### src/rtl/temporizador_pkg.sv
`default_nettype none
// +--------------------------------------------------------------------+
// | temporizador_pkg                                                    |
// | State enumeration, BCD time types, 7-segment codes and BCD helpers. |
// | Rev 1.0 - initial release                                           |
// +--------------------------------------------------------------------+
package temporizador_pkg;

    typedef enum logic [1:0] {
        S_IDLE  = 2'd0,
        S_RUN   = 2'd1,
        S_PAUSE = 2'd2,
        S_DONE  = 2'd3
    } state_t;

    typedef logic [3:0] bcd_t;
    typedef logic [0:6] seg_t;

    typedef struct packed {
        bcd_t t;
        bcd_t u;
    } bcd2_t;

    typedef struct packed {
        bcd2_t mm;
        bcd2_t ss;
    } mmss_t;

    // Active-low, ordered a..g from left to right.
    localparam seg_t C_SEG_0     = 7'b0000001;
    localparam seg_t C_SEG_1     = 7'b1001111;
    localparam seg_t C_SEG_2     = 7'b0010010;
    localparam seg_t C_SEG_3     = 7'b0000110;
    localparam seg_t C_SEG_4     = 7'b1001100;
    localparam seg_t C_SEG_5     = 7'b0100100;
    localparam seg_t C_SEG_6     = 7'b0100000;
    localparam seg_t C_SEG_7     = 7'b0001111;
    localparam seg_t C_SEG_8     = 7'b0000000;
    localparam seg_t C_SEG_9     = 7'b0000100;
    localparam seg_t C_SEG_BLANK = 7'b1111111;

    function automatic bcd2_t inc59(input bcd2_t v);
        bcd2_t r;
        r = v;
        if (v.u == bcd_t'(9)) begin
            r.u = '0;
            r.t = (v.t == bcd_t'(5)) ? '0 : v.t + bcd_t'(1);
        end else begin
            r.u = v.u + bcd_t'(1);
        end
        return r;
    endfunction

    function automatic mmss_t dec_time(input mmss_t v);
        mmss_t r;
        r = v;
        if (v.ss.u != '0) begin
            r.ss.u = v.ss.u - bcd_t'(1);
        end else begin
            r.ss.u = bcd_t'(9);
            if (v.ss.t != '0) begin
                r.ss.t = v.ss.t - bcd_t'(1);
            end else begin
                r.ss.t = bcd_t'(5);
                if (v.mm.u != '0) begin
                    r.mm.u = v.mm.u - bcd_t'(1);
                end else begin
                    r.mm.u = bcd_t'(9);
                    r.mm.t = v.mm.t - bcd_t'(1);
                end
            end
        end
        return r;
    endfunction

endpackage
`default_nettype wire

### src/rtl/temporizador_seg7_bcd.sv
`default_nettype none
// +--------------------------------------------------------------------+
// | seg7_bcd                                                            |
// | One BCD digit to active-low 7-segment code, with forced blanking.   |
// | Rev 1.0 - initial release                                           |
// +--------------------------------------------------------------------+
module seg7_bcd
    import temporizador_pkg::*;
(
    input  logic [3:0] i_digit,
    input  logic       i_blank,
    output logic [0:6] o_seg
);

    always_comb begin
        o_seg = C_SEG_BLANK;
        if (!i_blank) begin
            case (i_digit)
                4'd0:    o_seg = C_SEG_0;
                4'd1:    o_seg = C_SEG_1;
                4'd2:    o_seg = C_SEG_2;
                4'd3:    o_seg = C_SEG_3;
                4'd4:    o_seg = C_SEG_4;
                4'd5:    o_seg = C_SEG_5;
                4'd6:    o_seg = C_SEG_6;
                4'd7:    o_seg = C_SEG_7;
                4'd8:    o_seg = C_SEG_8;
                4'd9:    o_seg = C_SEG_9;
                default: o_seg = C_SEG_BLANK;
            endcase
        end
    end

endmodule
`default_nettype wire

### src/rtl/temporizador.sv
`default_nettype none
// +--------------------------------------------------------------------+
// | temporizador                                                        |
// | MM:SS countdown timer with pushbuttons, LEDs and 7-segment outputs. |
// | Optional macro DONE_BLINK_EN blinks the displays while in DONE.     |
// | Rev 1.0 - initial release                                           |
// +--------------------------------------------------------------------+
module temporizador
    import temporizador_pkg::*;
#(
    parameter int CLK_HZ = 50000000
) (
    input  logic       clk,
    input  logic       rst,
    input  logic [0:3] botoes,
    output logic [0:3] led,
    output logic [0:6] dis0,
    output logic [0:6] dis1,
    output logic [0:6] dis2,
    output logic [0:6] dis3
);

    localparam int             PW       = $clog2(CLK_HZ);
    localparam logic [PW-1:0] C_PRE_LAST = PW'(CLK_HZ - 1);
`ifdef DONE_BLINK_EN
    localparam logic [PW-1:0] C_PRE_HALF = PW'(CLK_HZ / 2);
`endif

    logic [0:3]    sync1_q, sync1_d, sync2_q, sync2_d, prev_q, prev_d, armed_q, armed_d;
    logic [1:0]    settle_q, settle_d;
    state_t        state_q, state_d;
    mmss_t         time_q, time_d, preset_q, preset_d, w_dec;
    logic [PW-1:0] pre_q, pre_d;
    logic [0:3]    led_q, led_d;
    seg_t          dis0_q, dis1_q, dis2_q, dis3_q, w_seg0, w_seg1, w_seg2, w_seg3;
    logic [0:3]    w_press;
    logic          w_reload, w_start, w_incm, w_incs, w_blank;

    // A button only arms once the synchroniser has seen it released after reset,
    // so a button held across rst release never yields a pulse.
    always_comb begin
        sync1_d  = botoes;
        sync2_d  = sync1_q;
        prev_d   = sync2_q;
        settle_d = (settle_q == 2'd2) ? settle_q : settle_q + 2'd1;
        armed_d  = armed_q | ((settle_q == 2'd2) ? sync2_q : 4'b0000);
        w_press  = armed_q & prev_q & ~sync2_q;
        w_reload = w_press[1];
        w_start  = w_press[0] & ~w_press[1];
        w_incm   = w_press[2] & ~w_press[1] & ~w_press[0];
        w_incs   = w_press[3] & ~w_press[2] & ~w_press[1] & ~w_press[0];
    end

    always_comb begin
        state_d  = state_q;
        time_d   = time_q;
        preset_d = preset_q;
        pre_d    = pre_q;
        w_dec    = dec_time(time_q);
        if (w_reload) begin
            state_d = S_IDLE;
            time_d  = preset_q;
            pre_d   = '0;
        end else begin
            case (state_q)
                S_IDLE: begin
                    if (w_start) begin
                        if (time_q != '0) begin
                            state_d = S_RUN;
                            pre_d   = '0;
                        end
                    end else if (w_incm) begin
                        time_d.mm = inc59(time_q.mm);
                    end else if (w_incs) begin
                        time_d.ss = inc59(time_q.ss);
                    end
                    preset_d = time_d;
                end
                S_RUN: begin
                    pre_d = (pre_q == C_PRE_LAST) ? '0 : pre_q + PW'(1);
                    if (pre_q == C_PRE_LAST) begin
                        time_d = w_dec;
                    end
                    // The final tick wins over a coincident start.
                    if (pre_q == C_PRE_LAST && w_dec == '0) begin
                        state_d = S_DONE;
                    end else if (w_start) begin
                        state_d = S_PAUSE;
                    end
                end
                S_PAUSE: begin
                    if (w_start) begin
                        state_d = S_RUN;
                    end
                end
                S_DONE: begin
`ifdef DONE_BLINK_EN
                    pre_d = (pre_q == C_PRE_LAST) ? '0 : pre_q + PW'(1);
`endif
                end
                default: state_d = S_IDLE;
            endcase
        end
    end

    always_comb begin
        case (state_q)
            S_RUN:   led_d = 4'b1000;
            S_PAUSE: led_d = 4'b0100;
            S_DONE:  led_d = 4'b0010;
            default: led_d = 4'b0001;
        endcase
`ifdef DONE_BLINK_EN
        w_blank = (state_q == S_DONE) && (pre_q < C_PRE_HALF);
`else
        w_blank = 1'b0;
`endif
    end

    seg7_bcd u_seg0 (.i_digit(time_q.ss.u), .i_blank(w_blank), .o_seg(w_seg0));
    seg7_bcd u_seg1 (.i_digit(time_q.ss.t), .i_blank(w_blank), .o_seg(w_seg1));
    seg7_bcd u_seg2 (.i_digit(time_q.mm.u), .i_blank(w_blank), .o_seg(w_seg2));
    seg7_bcd u_seg3 (.i_digit(time_q.mm.t), .i_blank(w_blank), .o_seg(w_seg3));

    always_ff @(posedge clk or posedge rst) begin
        if (rst) begin
            sync1_q  <= '1;
            sync2_q  <= '1;
            prev_q   <= '1;
            armed_q  <= '0;
            settle_q <= '0;
            state_q  <= S_IDLE;
            time_q   <= '0;
            preset_q <= '0;
            pre_q    <= '0;
            led_q    <= 4'b0001;
            dis0_q   <= C_SEG_0;
            dis1_q   <= C_SEG_0;
            dis2_q   <= C_SEG_0;
            dis3_q   <= C_SEG_0;
        end else begin
            sync1_q  <= sync1_d;
            sync2_q  <= sync2_d;
            prev_q   <= prev_d;
            armed_q  <= armed_d;
            settle_q <= settle_d;
            state_q  <= state_d;
            time_q   <= time_d;
            preset_q <= preset_d;
            pre_q    <= pre_d;
            led_q    <= led_d;
            dis0_q   <= w_seg0;
            dis1_q   <= w_seg1;
            dis2_q   <= w_seg2;
            dis3_q   <= w_seg3;
        end
    end

    assign led  = led_q;
    assign dis0 = dis0_q;
    assign dis1 = dis1_q;
    assign dis2 = dis2_q;
    assign dis3 = dis3_q;

endmodule
`default_nettype wire

### config.mk
export PLATFORM = sky130hd
export DESIGN_NAME = temporizador
export DESIGN_NICKNAME = d
export VERILOG_FILES = /design/src/rtl/temporizador_pkg.sv /design/src/rtl/temporizador_seg7_bcd.sv /design/src/rtl/temporizador.sv
export SDC_FILE = /design/constraint.sdc
export NUM_CORES = 1
export LEC_CHECK = 0
export BUFFER_PORTS_ARGS = -buffer_cell sky130_fd_sc_hd__buf_4
export CAP_MARGIN = 20
export CORE_UTILIZATION = 29
export CTS_BUF_LIST = sky130_fd_sc_hd__clkbuf_4
export DETAILED_ROUTE_END_ITERATION = 6
export GPL_ROUTABILITY_DRIVEN = 0
export PLACE_DENSITY = 0.44
export SYNTH_ARGS = -nofsm -noshare
export SYNTH_HDL_FRONTEND = slang
export SYNTH_SLANG_ARGS = --single-unit
### constraint.sdc
create_clock -name clk -period 8.5 [get_ports clk]
set_input_delay 1.7 -clock clk [delete_from_list [all_inputs] [get_ports clk]]
set_output_delay 1.7 -clock clk [all_outputs]
set_load 0.01 [all_outputs]
==> flow_summary.toml <==
[drt]
via_per_inst = 5.354
routed_wirelength_microns = 16450
dr.first_iter.drc_count = 322
wire_per_inst_microns = 17.03
drc = 0
num_vias = 5172
first_pass_iters = 5
antenna_left = 0

[global_routing]
use_met1_pct = 20.39
antenna_found_initial = 1
grt_max_degree = 80
grt_pass1_vias = 4943
grt_pass1_wl_microns = 26810
use_met2_pct = 25.96
busiest_layer = "met2"
grt_usage_pct = 15.57
grtUsageMet3_pct = 2.853
overflow = 0

[die]
die_w_microns = 148.3
core_area_sq_mm = 0.02102
fp.dieH_microns = 148.3
dieArea_sq_mm = 0.02200
fp-row-count = 53
boundaryPins = 38
initial_core_util_pct = 29.54

[pwr]
p_total_mw = 1.971
p_leak_nw = 2.744
peakVddDrop_mv = 0.09552
power_density_mw_per_mm2 = 288.0

[placement]
hpwl_microns = 11280
dp_cells = 947
io_buffers = 37

[flow_run]
maxCapViolations = 0

[sta]
tns_ns = 0
hold_viol = 0
layout_min_cycle_time_ns = 3.111
fin_crit_sh_pct = 36.60
fin_skew_ns = 0.02097
rsz0062_at_grt = "no"
finalSetupViolCount = 0
tightest_slew_ns = 1.102
slew_headroom_pct = 25.83
maxSlewViolCount = 0
max_freq_ghz = 0.3214

[synthesis]
synth_warnings = 0
syn_inst = 675
synthFlopType = "dfrtp_1"
synth_seq_cells = 110
synth_area_sq_mm = 0.006210
ys_seq_area_share_pct = 44.67
synth.avg_cell_area_sq_um = 9.200
synth_edf_count = 0
synthArstFlopShare_pct = 100.0
synthDistinctLibCells = 76
synth_fp_nets = 703

[clock_tree]
post-cts-setup-buffers = 0
clock-sinks = 110
clkTransAtPathRegs_ns = 0.17
cts_resized = 0
holdBufCountCts = 0
cts_buffers = 9
cts_tree = "built"
htreeDepth = 3
clkLatencyLatePin_ns = 0.50
clockBufferDepth = 2
cts_root_buffer = "clkbuf_4"

[layout]
fin_nets = 713
layout_common_cells = "93 x dfrtp_1, 66 x a21oi_1, 63 x nand2_1"
n_fill_cell = 2196
final_common_cell = "dfrtp_1"
drive_gt1_share_pct = 13.91
syn2layout_area_growth_pct = 10.22
finalNonFillerCells = 966
final_core_utilization_pct = 32.56

[critical_path]
start_kind = "flop"
crit_required_ns = 8.89
crit_type = "reg2reg"
worst-path-max-fanout = 12
cp.arrival_ns = 3.50
endpoint_kind = "flop"
reg2reg_depth = 7

[min_path]
hold_depth = 0
hold_path_class = "reg2reg"

[run_status]
status = "completed"
## critical path, cell delays in order (launching register included)
cell and delay [ns]:
dfrtp_1 0.54, inv_1 0.19, ha_1 0.35, nor3b_4 0.51, nand2_1 0.29, o41ai_2 0.57, a22oi_1 0.20, a221o_1 0.36
## final cells by class
| class | instances | area, sq um | area share, % |
|---|---|---|---|
| multi-input cells | 497 | 3149 | 46.01 |
| flip-flops and latches | 110 | 2774 | 40.53 |
| repair buffers | 41 | 347.8 | 5.082 |
| well taps | 275 | 344.1 | 5.027 |
| inverters | 26 | 100.1 | 1.463 |
| clock buffers | 9 | 67.56 | 0.9872 |
| clock inverters | 7 | 58.81 | 0.8592 |
| diodes | 1 | 2.502 | 0.03656 |
## final timing paths
| path | startpoint | slack (ns) | end |
|---|---|---|---|
| hold reg to reg | sync1_q[0]$_DFF_PP1_ | 0.35 | prev_d[0]$_DFF_PP1_ |
| setup reg to reg | time_q[0]$_DFFE_PP0P_ | 5.39 | time_q[11]$_DFFE_PP0P_ |
| hold / removal | sync1_q[0]$_DFF_PP1_ | 0.35 | prev_d[0]$_DFF_PP1_ |
| max in group asynchronous | rst | 6.19 | dis0[6]$_DFF_PP1_ |
| setup / recovery | time_q[0]$_DFFE_PP0P_ | 5.39 | time_q[11]$_DFFE_PP0P_ |
| min in group asynchronous | rst | 1.18 | pre_q[10]$_DFFE_PP0P_ |
## synthesized netlist by cell type, types with 3 or more instances
master | count | area share, %
dfrtp_1 | 93 | 37
a21oi_1 | 66 | 5.3
nand2_1 | 63 | 3.8
o21ai_0 | 48 | 3.9
nor2_1 | 42 | 2.5
clkbuf_1 | 29 | 1.8
inv_1 | 25 | 1.5
ha_1 | 22 | 4.4
or3_1 | 19 | 1.9
dfstp_2 | 17 | 7.2
nand3_1 | 16 | 1.3
nand4_1 | 16 | 1.6
nand2b_1 | 13 | 1.3
nor3_1 | 12 | 0.97
o211ai_1 | 11 | 1.3
and2_1 | 9 | 0.91
and3_1 | 9 | 0.91
nor4_1 | 9 | 0.91
o31ai_1 | 9 | 1.1
mux2i_1 | 8 | 1.3
or4_1 | 8 | 0.97
a21o_1 | 7 | 0.85
a31oi_1 | 7 | 0.71
buf_2 | 7 | 0.56
nand3b_1 | 6 | 0.73
a211oi_1 | 5 | 0.60
a22o_1 | 5 | 0.71
nor2b_1 | 5 | 0.50
a221o_1 | 4 | 0.64
and3b_1 | 4 | 0.56
mux2_2 | 4 | 0.73
nor4b_1 | 4 | 0.56
o21a_1 | 4 | 0.48
or2_2 | 4 | 0.40
a221oi_1 | 3 | 0.42
a22oi_1 | 3 | 0.36
a32oi_1 | 3 | 0.42
buf_1 | 3 | 0.18
buf_6 | 3 | 0.54
o2bb2ai_1 | 3 | 0.42
xnor2_1 | 3 | 0.42
## logic make-up (layout without fill, tap and decap cells)
group / after synthesis / count (layout) / share of synthesized area (%)
multiplexers: 12 / 12 / 2.015
AO/OA/AOI/OAI: 205 / 205 / 21.42
other: 0 / 1 / 0
XOR/XNOR: 5 / 5 / 0.7053
adder cells (fa/ha/maj): 22 / 22 / 4.433
buffers and inverters: 68 / 83 / 4.614
AND/OR/NAND/NOR: 253 / 253 / 22.14
flip-flops: 110 / 110 / 44.67
## metrics by stage
stage	area (sq um)	hold slack, ns	setup slack, ns
CTS	6787	0.3480	5.421
finish	6844	0.3507	5.389
detailed placement	6660	0.3489	5.279
global route	6844	0.3463	5.195
global placement	6660	0.3463	5.348
floorplan	6210	0.3452	3.926
## registers in the layout, summed over array words and instances (netlist names)
name	flops
state_q	2
time_q	16
dis0	7
dis1	7
armed_q	4
pre_q	26
dis3	7
prev_d	4
led	4
settle_q	2
dis2	7
prev_q	4
sync1_q	4
preset_q	16
## layer usage
metal	vias up	part of all wire, %	wire length (microns)
li1	2496	-	-
met1	2539	46	7525
met2	122	49	8028
met3	15	4.1	672
met4	0	1.4	224
met5	-	0	0
## report_power, final
part / switching [mW] / total, mW / internal [mW]
logic: 0.470 / 0.846 / 0.376
registers: 0.194 / 0.872 / 0.678
clock network: 0.189 / 0.253 / 0.0642
total: 0.852 / 1.97 / 1.12
Power figures use the tool's default switching activity.
